$ cat config.mk
export PLATFORM = sky130hd
export DESIGN_NAME = fetch_stage
export DESIGN_NICKNAME = d
export VERILOG_FILES = /design/src/rtl/fetch_stage.sv
export SDC_FILE = /design/constraint.sdc
export NUM_CORES = 1
export LEC_CHECK = 0
export ABC_CLOCK_PERIOD_IN_PS = 3500
export CAP_MARGIN = 15
export CORE_ASPECT_RATIO = 0.9
export CORE_UTILIZATION = 30
export DETAILED_ROUTE_END_ITERATION = 16
export REMOVE_ABC_BUFFERS = 1
export SLEW_MARGIN = 5
export SYNTH_ARGS = -nofsm -noshare
export SYNTH_HDL_FRONTEND = slang
export SYNTH_SLANG_ARGS = --single-unit
export TNS_END_PERCENT = 5
$ cat constraint.sdc
create_clock -name clock -period 3.5 [get_ports clock]
set_input_delay 0.7 -clock clock [delete_from_list [all_inputs] [get_ports clock]]
set_output_delay 0.7 -clock clock [all_outputs]
set_load 0.005 [all_outputs]
$ cat src/rtl/fetch_stage.sv
// Purpose: RV32I instruction-fetch stage; owns the PC, drives imem, fills the IF/ID register.
// Latency: PC to IF/ID is one cycle; a redirect puts its target on imem_addr the next cycle.
// Backpressure: stall holds PC and IF/ID; redirect overrides stall; flush/redirect insert a NOP bubble.
//
// Ports:
//   clock, reset            pipeline clock, synchronous active-high reset
//   imem_addr / imem_data   fetch address (registered PC) / combinational instruction word
//   stall                   hold PC and IF/ID
//   redirect_en/redirect_pc EX-resolved branch/jump target (low two bits dropped)
//   flush                   bubble the word entering IF/ID
//   if_id_pc/inst/valid     IF/ID pipeline register seen by decode
//   fetch_misalign          one-cycle pulse after a redirect to a non-word-aligned target
// Optional: define FETCH_PERF_CNT_EN to add perf_fetched / perf_stall counters.
module fetch_stage #(
    parameter logic [31:0] RESET_PC = 32'h0100_0000,
    parameter logic [31:0] NOP_INST = 32'h0000_0013
) (
    input  logic        clock,
    input  logic        reset,
    output logic [31:0] imem_addr,
    input  logic [31:0] imem_data,
    input  logic        stall,
    input  logic        redirect_en,
    input  logic [31:0] redirect_pc,
    input  logic        flush,
    output logic [31:0] if_id_pc,
    output logic [31:0] if_id_inst,
    output logic        if_id_valid,
    output logic        fetch_misalign
`ifdef FETCH_PERF_CNT_EN
    ,
    output logic [31:0] perf_fetched,
    output logic [31:0] perf_stall
`endif
);

    logic [31:0] pc;
    logic        bubble;
    logic        load;

    // Redirect kills the wrong-path word fetched this cycle, so it bubbles like a flush.
    assign bubble = flush || redirect_en;
    assign load   = !bubble && !stall;

    assign imem_addr = pc;

    // Program counter: reset > redirect > stall > sequential (+4 wraps naturally at 2^32).
    always_ff @(posedge clock) begin
        if (reset) begin
            pc             <= RESET_PC;
            fetch_misalign <= 1'b0;
        end else begin
            fetch_misalign <= redirect_en && (redirect_pc[1:0] != 2'b00);
            if (redirect_en) begin
                pc <= {redirect_pc[31:2], 2'b00};
            end else if (!stall) begin
                pc <= pc + 32'd4;
            end
        end
    end

    // IF/ID register: reset > flush/redirect > stall > load.
    always_ff @(posedge clock) begin
        if (reset || bubble) begin
            if_id_pc    <= 32'd0;
            if_id_inst  <= NOP_INST;
            if_id_valid <= 1'b0;
        end else if (load) begin
            if_id_pc    <= pc;
            if_id_inst  <= imem_data;
            if_id_valid <= 1'b1;
        end
    end

`ifdef FETCH_PERF_CNT_EN
    // Stall cycles are counted only when no redirect overrides them.
    always_ff @(posedge clock) begin
        if (reset) begin
            perf_fetched <= 32'd0;
            perf_stall   <= 32'd0;
        end else begin
            if (load) begin
                perf_fetched <= perf_fetched + 32'd1;
            end
            if (stall && !redirect_en) begin
                perf_stall <= perf_stall + 32'd1;
            end
        end
    end
`endif

endmodule

-- After elaboration in Yosys (flattened, before gate mapping)
Index checks and enable logic that the tools add are counted.
- memory bits (read-only): 0
- flip-flop bits (word level): 98
- RAM bits: 0
- bits in latches: 0
- memories kept: 0
- word-level logic and storage cells: 18
- output and inout port bits: 98
- muxes and demuxes: 2
- bitwise gates (word level): 0
- order comparisons: 0
- div/mod/pow operators: 0
- $add $sub $neg: 1
- shifts and indexed selects: 0
- $mul: 0
- equality and inequality tests: 1
- reduce and logical (&&, ||, !) cells: 8
- operator list (operator ; count):
    32-bit two-way mux ; 2
    32-bit by 3-bit adder with 32-bit output, second input constant ; 1
    1-bit logical AND ; 2
    1-bit logical NOT ; 2
    1-bit logical OR ; 2
    2-bit by 1-bit inequality test with 1-bit output, second input constant ; 1
    2-bit nonzero test ; 1
    2-bit OR reduction ; 1

-- Longest topological paths before layout
Gate-level depths: netlist of the first run.
- depth in word-level cells: 3
- depth in mapped cells: 7
- depth with buffers taken out: 5

-- Worst setup path after synthesis of the first run
OpenSTA, ideal clock, no wires.
- path kind: input -> register
- from: in stall
- to: reg pc[26] (netlist: imem_addr[26])
- arrival: 2231 ps
- required time: 3409 ps
- stages on the path: 6
- slack: 1178 ps
- library setup time: 91 ps
- buffers on the path: 2
- cell sequence: buf_2 -> nand4b_4 -> or4_1 -> buf_2 -> or3_1 -> a311oi_1
- cells in the longest elaborated chain, start to end: 1
- RTL lines (item ; line ; source):
    start: declaration ; 22 ; input logic stall,
    2-bit by 1-bit inequality test with 1-bit output (no source line) ; -- ;
    end signal: assignment ; 55 ; pc <= {redirect_pc[31:2], 2'b00};
    end signal: assignment ; 57 ; pc <= pc + 32'd4;
    end: declaration ; 37 ; logic [31:0] pc;
Every way passes these cells.
A chain may end at the register's enable or synchronous reset.

-- Final worst setup path of the first run
Same ends and word-level chain as after synthesis.

==> results of run 1 <==
## state kept, by name, summed over array words and instances (netlist names)
name and cells:
if_id_inst 32, if_id_pc 30, imem_addr 30, fetch_misalign 1, if_id_valid 1
## per-stage QoR
stage	util (%)	hold slack, ps
floorplan	-	464
global placement	45.0	452
detailed placement	45.0	471
CTS	47.2	492
global route	47.2	507
finish	47.2	486
## layer usage
layer / vias up / track usage, % / routed length, µm
met2: 132 / 27.6 / 5270
met1: 1793 / 23.9 / 5670
met4: 0 / 3.61 / 77
met3: 5 / 6.69 / 903
li1: 1820 / - / -
met5: - / 0 / 0
## cell usage after synthesis (5+ instances only)
library cell / n / area share, %
mux2i_1: 5 / 1.3
nand3_1: 9 / 1.1
a21oi_1: 9 / 1.1
xnor2_1: 10 / 2.2
or3_1: 10 / 1.6
a311oi_1: 7 / 1.5
o21ai_0: 7 / 0.88
o211ai_1: 10 / 1.9
nand4_1: 8 / 1.3
inv_1: 5 / 0.47
clkbuf_1: 34 / 3.2
nand2_1: 13 / 1.2
nor3_1: 9 / 1.1
and3_1: 5 / 0.79
a211oi_1: 11 / 2.1
nor4_1: 5 / 0.79
dfxtp_1: 94 / 47
o221a_2: 58 / 16
nor2_1: 26 / 2.5
or4_1: 12 / 2.3
## cells by family after synthesis
logic type                 Yosys count  share of synthesized area [%]
muxes                                5                           1.26
xor gates and xnor gates            12                           2.65
other                                1                         0.0945
and+or+nand+nor                    116                           17.0
adders and majority gates            1                          0.315
buffers and inverters               50                           5.23
AOI/OAI and AO/OA                  112                           26.0
DFF                                 94                           47.4
## worst paths after layout
path / to / startpoint / slack [ps]
max: imem_addr[26]$_SDFFE_PP0P_ / stall / 960
min: if_id_valid$_SDFFE_PP0P_ / if_id_valid$_SDFFE_PP0P_ / 490
max reg2reg: imem_addr[26]$_SDFFE_PP0P_ / imem_addr[2]$_SDFFE_PP0P_ / 1130
min reg2reg: if_id_valid$_SDFFE_PP0P_ / if_id_valid$_SDFFE_PP0P_ / 490
## area by class of cell
type                            count  area [µm²]
Clock buffer                       14         254
Fill cell                        1204        6750
Multi-Input combinational cell    250        1900
Timing Repair Buffer              177        1750
Tap cell                          164         205
Inverter                            6        22.5
Clock inverter                      1        30.0
Sequential cell                    94        1880
## power by group through the flow
stage | Clock [µW] | Combinational [µW] | Sequential (µW)
6_report | 954 | 319 | 1170
5_1_grt | 1040 | 345 | 1180
4_1_cts | 994 | 321 | 1170
3_5_place_dp | 0 | 319 | 1190
3_3_place_gp | 0 | 318 | 1190
2_1_floorplan | 0 | 100 | 1180
==> flow_metrics.py, run 1 <==
metrics = {
    "outcome": {
        "status": "finished, final reports clean",
    },
    "die": {
        "coreArea_um2": 12800,
        "die_x_um": 123,
        "die_y_um": 111,
        "rows": 39,
        "die-area_um2": 13700,
        "io_pins": 167,
        "start_util_pct": 31.0,
    },
    "cts": {
        "h-tree-depth": 3,
        "cts.clk_slew.worst_paths_ps": 60,
        "worstSkewPairLatency_ps": 340,
        "hold_buffers": 0,
        "cts_tree": "built",
        "cts_setup_buffers": 0,
        "cts_buffer_depth": 2,
        "cts_root_buffer": "clkbuf_16",
        "cts.repair.resized": 0,
        "cts.sinks": 94,
        "cts_buffers": 9,
    },
    "layout": {
        "drive_gt1_share_pct": 16.4,
        "final_cell_mix": "162 x clkdlybuf4s50_1, 94 x dfxtp_1, 58 x o221a_2",
        "layout.cells.most_common": "clkdlybuf4s50_1",
        "stdcell_count": 706,
        "syn_to_final_growth_pct": 52.1,
        "antenna_cells": 0,
        "fin_nets": 608,
        "stdcell_area_um2": 6040,
    },
    "hold_path": {
        "worstHoldPathType": "flop to flop",
        "worstHoldPathCells": 1,
    },
    "flow_run": {
        "maxCapViolations": 0,
    },
    "yosys": {
        "yosys_warnings": 0,
        "ys_seq_area_share_pct": 47.4,
        "synthDistinctLibCells": 47,
        "synth_area_per_cell_um2": 10.1,
        "synth_edf_count": 0,
        "ys_seq_elements": 94,
        "synth_area_um2": 3970,
        "synthFlopType": "dfxtp_1",
        "syn_inst": 391,
        "ys_async_sr_fraction_pct": 0,
    },
    "timing": {
        "hold_viol_final": 0,
        "worst_pin_slew_ps": 849,
        "relSlewSlack_pct": 42.9,
        "max_freq_mhz": 393,
        "setup_slack_ps": 955,
        "setup_viol": 0,
        "setup_tns_ps": 0,
        "rsz0062_at_grt": "no",
        "worst_clock_skew_ps": 5.86,
        "min_period_ps": 2540,
        "finalMaxSlewViolations": 0,
        "post-route-period-util_pct": 72.7,
    },
    "power": {
        "pwr-share-comb_pct": 13.0,
        "power_uw": 2440,
        "clkPwrFrac_pct": 39.0,
        "p_int_uw": 1880,
        "p_sw_uw": 560,
        "swShare_pct": 22.9,
        "power_density_nw_per_um2": 405,
        "p_seq_share_pct": 47.9,
        "p_leak_uw": 0.00213,
        "vdd_drop_max_mv": 0.271,
    },
    "critical_path": {
        "path_buf_inv": 1,
        "crit_type": "primary input to flop",
        "critPathMaxStageDelay_ps": 710,
        "path_cells": "clkdlybuf4s50_1 -> nand4b_4 -> or4_1 -> or3_1 -> a311oi_1",
        "cp.arrival_ps": 2800,
        "cp_top_family": "simple AND/OR/NAND/NOR gates",
        "worst-path-stages": 5,
        "cp_slowest_cell": "or4_1",
        "r2r_cells": 5,
        "cp-start-kind": "primary input",
        "crit_path_end_kind": "flop",
        "crit_fanout": 8,
        "crit_required_ps": 3750,
    },
    "detailed_routing": {
        "drc": 0,
        "drt_iter0_markers": 135,
        "vias_per_cell": 5.31,
        "postRouteAntennaNets": 0,
        "drt-total-wl_um": 11900,
        "wl_per_cell_um": 16.9,
        "drtPass1Iterations": 4,
        "vias": 3750,
    },
    "global_routing": {
        "grt_pass1_wl_um": 19100,
        "grt_max_degree": 45,
        "antenna_found_initial": 0,
        "grt.total_usage_pct": 18.0,
        "grt_pass1_vias": 3680,
        "grt.overflow.total": 0,
    },
    "placement": {
        "dp_slack_ps": 630,
        "dp_hpwl_um": 8440,
        "io_buffer_count": 162,
        "placed_cell_area_um2": 5750,
        "place_congestion": 0.858,
        "placed_cells": 691,
    },
}
Power figures use the tool's default switching activity.
==> run 2, diff against run 1 <==
--- a/config.mk
+++ b/config.mk
@@ -5,7 +5,7 @@
 export SDC_FILE = /design/constraint.sdc
 export NUM_CORES = 1
 export LEC_CHECK = 0
-export ABC_CLOCK_PERIOD_IN_PS = 3500
+export ABC_CLOCK_PERIOD_IN_PS = 2400
 export CAP_MARGIN = 15
 export CORE_ASPECT_RATIO = 0.9
 export CORE_UTILIZATION = 30
==> constraint.sdc (replaced) <==
create_clock -name clock -period 2.4 [get_ports clock]
set_input_delay 0.48 -clock clock [delete_from_list [all_inputs] [get_ports clock]]
set_output_delay 0.48 -clock clock [all_outputs]
set_load 0.005 [all_outputs]
==> run 2 against run 1 <==
  * Clock-buffer cell count down 5
  * Largest cell class unchanged
  * Sequential cell count unchanged
  * Sequential power up 44%
  * Wire length up 1.7%
  * Core utilization up 1.6 points
  * Die area unchanged
  * Largest power group unchanged
  * Via count up 2.5%
  * First-iteration DRC count up 57%
  * Hold slack worse by 18 ps
  * Global-route usage up 0.54 points
==> flow_metrics.py, run 2 (same netlist as run 1, synthesis figures left out) <==
metrics = {
    "global_routing": {
        "grt.total_usage_pct": 18.5,
        "met2_usage_pct": 27.9,
        "grt_pass1_wl_um": 19800,
        "grt_most_used_layer": "met2",
        "antenna_found_initial": 0,
        "grt_pass1_vias": 3757,
        "use_met1_pct": 25.0,
        "grt_util_met3_pct": 5.71,
        "grt_max_degree": 45,
        "grt.overflow.total": 0,
    },
    "critical_path": {
        "critPathMaxStageDelay_ps": 520,
        "path_buf_inv": 1,
        "path_common_cell": "or4_1",
        "crit_fanout": 6,
        "path_cells": "clkdlybuf4s50_1 -> nand4b_1 -> or4_1 -> or4_1 -> a311oi_1",
        "crit_required_ps": 2660,
        "cp_top_family": "simple AND/OR/NAND/NOR gates",
        "crit_type": "primary input to flop",
        "cp.arrival_ps": 2400,
        "crit_path_end_kind": "flop",
        "cp_slowest_cell": "or4_1",
        "cp-start-kind": "primary input",
        "r2r_slack_ps": 270,
    },
    "layout": {
        "antenna_cells": 0,
        "fin_nets": 624,
        "largest_reg_flops": 32,
        "syn_to_final_growth_pct": 57.1,
        "drive_gt1_share_pct": 19.7,
        "layout.cells.most_common": "clkdlybuf4s50_1",
        "top_register": "if_id_inst",
        "final_cell_mix": "162 x clkdlybuf4s50_1, 94 x dfxtp_1, 58 x o221a_2",
    },
    "placement": {
        "place_congestion": 0.809,
        "io_buffer_count": 162,
        "dp_hpwl_um": 8680,
    },
    "detailed_routing": {
        "drt-total-wl_um": 12100,
        "wl_per_cell_um": 16.8,
        "drtPass1Iterations": 4,
        "vias_per_cell": 5.31,
        "drt_iter0_markers": 212,
        "drc": 0,
        "vias": 3842,
        "postRouteAntennaNets": 0,
    },
    "cts": {
        "cts_setup_buffers": 0,
        "hold_buffers": 0,
        "cts.sinks": 94,
        "h-tree-depth": 3,
        "cts.repair.resized": 0,
        "cts_tree": "built",
        "cts_root_buffer": "clkbuf_16",
        "cts_buffers": 9,
        "cts_buffer_depth": 2,
        "cts.clk_slew.worst_paths_ps": 60,
        "worstSkewPairLatency_ps": 350,
    },
    "timing": {
        "setup_viol": 0,
        "finalMaxSlewViolations": 0,
        "min_period_ps": 2140,
        "post-route-period-util_pct": 89.3,
        "hold_viol_final": 0,
        "setup_tns_ps": 0,
        "worst_hold_slack_ps": 468,
        "worst_clock_skew_ps": 6.49,
        "max_freq_mhz": 467,
        "rsz0062_at_grt": "no",
    },
    "outcome": {
        "status": "finished, final reports clean",
    },
    "power": {
        "vdd_drop_max_mv": 0.368,
        "p_leak_uw": 0.00224,
        "power_density_nw_per_um2": 614,
    },
    "die": {
        "coreArea_um2": 12800,
        "io_pins": 167,
        "die-area_um2": 13700,
        "start_util_pct": 31.0,
        "rows": 39,
        "die_y_um": 111,
        "die_x_um": 123,
    },
    "flow_run": {
        "maxCapViolations": 0,
    },
    "hold_path": {
        "worstHoldPathType": "flop to flop",
    },
}
-- run 2: changes by cell type in the layout (fill, tap and decap cells not counted), sizes merged --
cell,before,now
buf,15,31
clkbuf,14,9
clkinv,0,3
bufinv,1,3
clkinvlp,0,1
-- run 2: worst reg2reg max path, delay by kind of cell (launching register included) --
kind,cells,cell delay (ps)
and+or+nand+nor,3,1460
AOI/OAI and AO/OA,1,90
DFF,1,510
-- run 2: report_power, final --
| group | total, µW | switching, µW | internal [µW] |
|---|---|---|---|
| logic | 501 | 192 | 308 |
| clock network | 1640 | 624 | 1010 |
| registers | 1690 | 69.1 | 1620 |
-- run 2: metal layers --
| metal | part of all wire (%) | up-vias |
|---|---|---|
| li1 | - | 1864 |
| met1 | 47 | 1833 |
| met2 | 44 | 133 |
| met3 | 7.9 | 12 |
| met4 | 1.4 | 0 |
| met5 | 0 | - |
-- run 2: per-stage QoR --
stage	power, µW	utilization [%]	instance area (µm²)	setup WS (ps)	std cells
floorplan	1870	-	3790	-1830	350
global placement	2220	46.1	5900	-44.3	707
detailed placement	2230	46.1	5900	-89.1	707
CTS	3880	48.8	6230	280	723
global route	3980	48.8	6230	129	723
finish	3830	48.8	6230	257	723
-- run 2: final timing paths --
check / startpoint / endpoint / depth (start not counted)
max: stall / imem_addr[25]$_SDFFE_PP0P_ / 5
min: if_id_valid$_SDFFE_PP0P_ / if_id_valid$_SDFFE_PP0P_ / 1
max reg2reg: imem_addr[5]$_SDFFE_PP0P_ / imem_addr[23]$_SDFFE_PP0P_ / 4
min reg2reg: if_id_valid$_SDFFE_PP0P_ / if_id_valid$_SDFFE_PP0P_ / 1
-- run 2: layout make-up --
class	count	area, µm²
multi-input cells	250	1900
repair buffers	193	1890
inverters	6	22.5
well taps	164	205
clock inverters	7	113
clock buffers	9	225
flip-flops and latches	94	1880
fillers	1188	6550
==> run 3, diff against run 2 <==
--- a/config.mk
+++ b/config.mk
@@ -8,6 +8,7 @@
 export ABC_CLOCK_PERIOD_IN_PS = 2400
 export CAP_MARGIN = 15
 export CORE_ASPECT_RATIO = 0.9
+export CORE_MARGIN = 2
 export CORE_UTILIZATION = 30
 export DETAILED_ROUTE_END_ITERATION = 16
 export REMOVE_ABC_BUFFERS = 1
==> constraint.sdc (replaced) <==
create_clock -name clock -period 2.4 [get_ports clock]
set_input_delay 0.48 -clock clock [delete_from_list [all_inputs] [get_ports clock]]
set_output_delay 0.48 -clock clock [all_outputs]
set_load 0.05 [all_outputs]
==> run 3 against run 2 <==
  * Wire length up 4.7%
  * Largest cell class unchanged
  * Clock-buffer cell count up 3
  * Register-to-register slack worse by 20 ps
  * Sequential power about the same
  * Largest power group unchanged
  * Combinational power up 47%
  * Non-clock buffer count down 1
  * Critical endpoint is now imem_addr[2]
==> flow_metrics.py, run 3 (same netlist as run 1, synthesis figures left out) <==
metrics = {
    "outcome": {
        "status": "finished, final reports clean",
    },
    "cts": {
        "cts_tree": "built",
        "h-tree-depth": 3,
        "cts_buffers": 9,
        "cts.clk_slew.worst_paths_ps": 60,
        "cts.sinks": 94,
        "cts.repair.resized": 0,
        "worstSkewPairLatency_ps": 340,
        "cts_buffer_depth": 2,
        "hold_buffers": 0,
        "cts_root_buffer": "clkbuf_16",
        "cts_setup_buffers": 0,
    },
    "critical_path": {
        "r2r_slack_ps": 250,
        "crit_required_ps": 1920,
        "crit_path_end_kind": "primary output",
        "cp.arrival_ps": 1760,
        "cp-start-kind": "flop",
        "crit_fanout": 5,
        "crit_type": "flop to primary output",
    },
    "power": {
        "vdd_drop_max_mv": 0.388,
        "p_leak_uw": 0.00223,
        "power_density_nw_per_um2": 627,
    },
    "timing": {
        "rsz0062_at_grt": "no",
        "worst_hold_slack_ps": 473,
        "setup_slack_ps": 156,
        "finalMaxSlewViolations": 0,
        "max_freq_mhz": 446,
        "post-route-period-util_pct": 93.5,
        "setup_viol": 0,
        "setup_tns_ps": 0,
        "worst_clock_skew_ps": 6.26,
        "min_period_ps": 2240,
        "hold_viol_final": 0,
        "worst_pin_slew_ps": 945,
        "relSlewSlack_pct": 36.5,
    },
    "detailed_routing": {
        "drt-total-wl_um": 12700,
        "drt_iter0_markers": 168,
        "wl_per_cell_um": 17.6,
        "postRouteAntennaNets": 0,
        "vias_per_cell": 5.36,
        "vias": 3869,
        "drc": 0,
        "drtPass1Iterations": 4,
    },
    "placement": {
        "io_buffer_count": 162,
        "place_congestion": 0.773,
        "dp_hpwl_um": 8990,
        "placed_cell_area_um2": 5890,
        "dp_slack_ps": -65.9,
    },
    "layout": {
        "layout.cells.most_common": "clkdlybuf4s50_1",
        "largest_reg_flops": 32,
        "regArea_um2": 1880,
        "final_cell_mix": "162 x clkdlybuf4s50_1, 94 x dfxtp_1, 58 x o221a_2",
        "utilization_pct": 48.4,
        "fin_nets": 623,
        "multiInputGateArea_um2": 1900,
        "fillCellCount": 1178,
        "drive_gt1_share_pct": 19.4,
        "syn_to_final_growth_pct": 56.0,
        "top_register": "if_id_inst",
        "stdcell_area_um2": 6190,
        "antenna_cells": 0,
    },
    "hold_path": {
        "worstHoldPathType": "flop to flop",
    },
    "global_routing": {
        "antenna_found_initial": 0,
        "grt_pass1_vias": 3845,
        "grt.overflow.total": 0,
        "grt_pass1_wl_um": 20500,
        "grt.total_usage_pct": 17.9,
        "grt_max_degree": 56,
    },
    "die": {
        "die_x_um": 125,
        "coreArea_um2": 12800,
        "io_pins": 167,
        "die_y_um": 113,
        "die-area_um2": 14200,
        "start_util_pct": 31.0,
        "rows": 39,
    },
    "flow_run": {
        "maxCapViolations": 0,
    },
}
run 3: power breakdown:
group | leakage [µW] | internal (µW) | switching (µW) | total, µW
Clock | 0.000152 | 860 | 595 | 1450
Combinational | 0.00130 | 308 | 425 | 734
Sequential | 0.000770 | 1630 | 71.2 | 1700
Total | 0.00223 | 2790 | 1090 | 3880
run 3: layer usage:
layer  GRT usage, %  routed length [µm]  up-vias
li1               -                   -     1855
met1           23.4                5810     1844
met2           28.3                5730      155
met3           6.05                 995       15
met4           5.11                 163        0
met5              0                   0        -
run 3: area by class of cell:
cell class	instances	area share (%)
Multi-Input combinational cell	250	30.6
Tap cell	164	3.31
Clock inverter	4	0.728
Timing Repair Buffer	192	30.4
Clock buffer	12	4.14
Sequential cell	94	30.4
Inverter	6	0.364
run 3: final timing paths:
| kind | from | end | depth (start not counted) |
|---|---|---|---|
| worst min-delay path | if_id_valid$_SDFFE_PP0P_ | if_id_valid$_SDFFE_PP0P_ | 1 |
| worst max-delay path | imem_addr[2]$_SDFFE_PP0P_ | imem_addr[2] | 2 |
| worst min register to register | if_id_valid$_SDFFE_PP0P_ | if_id_valid$_SDFFE_PP0P_ | 1 |
| worst max register to register | imem_addr[5]$_SDFFE_PP0P_ | imem_addr[23]$_SDFFE_PP0P_ | 4 |
run 3: stage by stage:
step                      total power (µW)  instances
final                                 3880        722
after global routing                  4040        722
after detailed placement              2460        706
after CTS                             3930        722
after global placement                2460        706
after floorplan                       2100        350
run 3: worst max-delay path, stage by stage (launching register included):
cell,delay [ps]
dfxtp_1,440
buf_4,180
clkdlybuf4s50_1,800
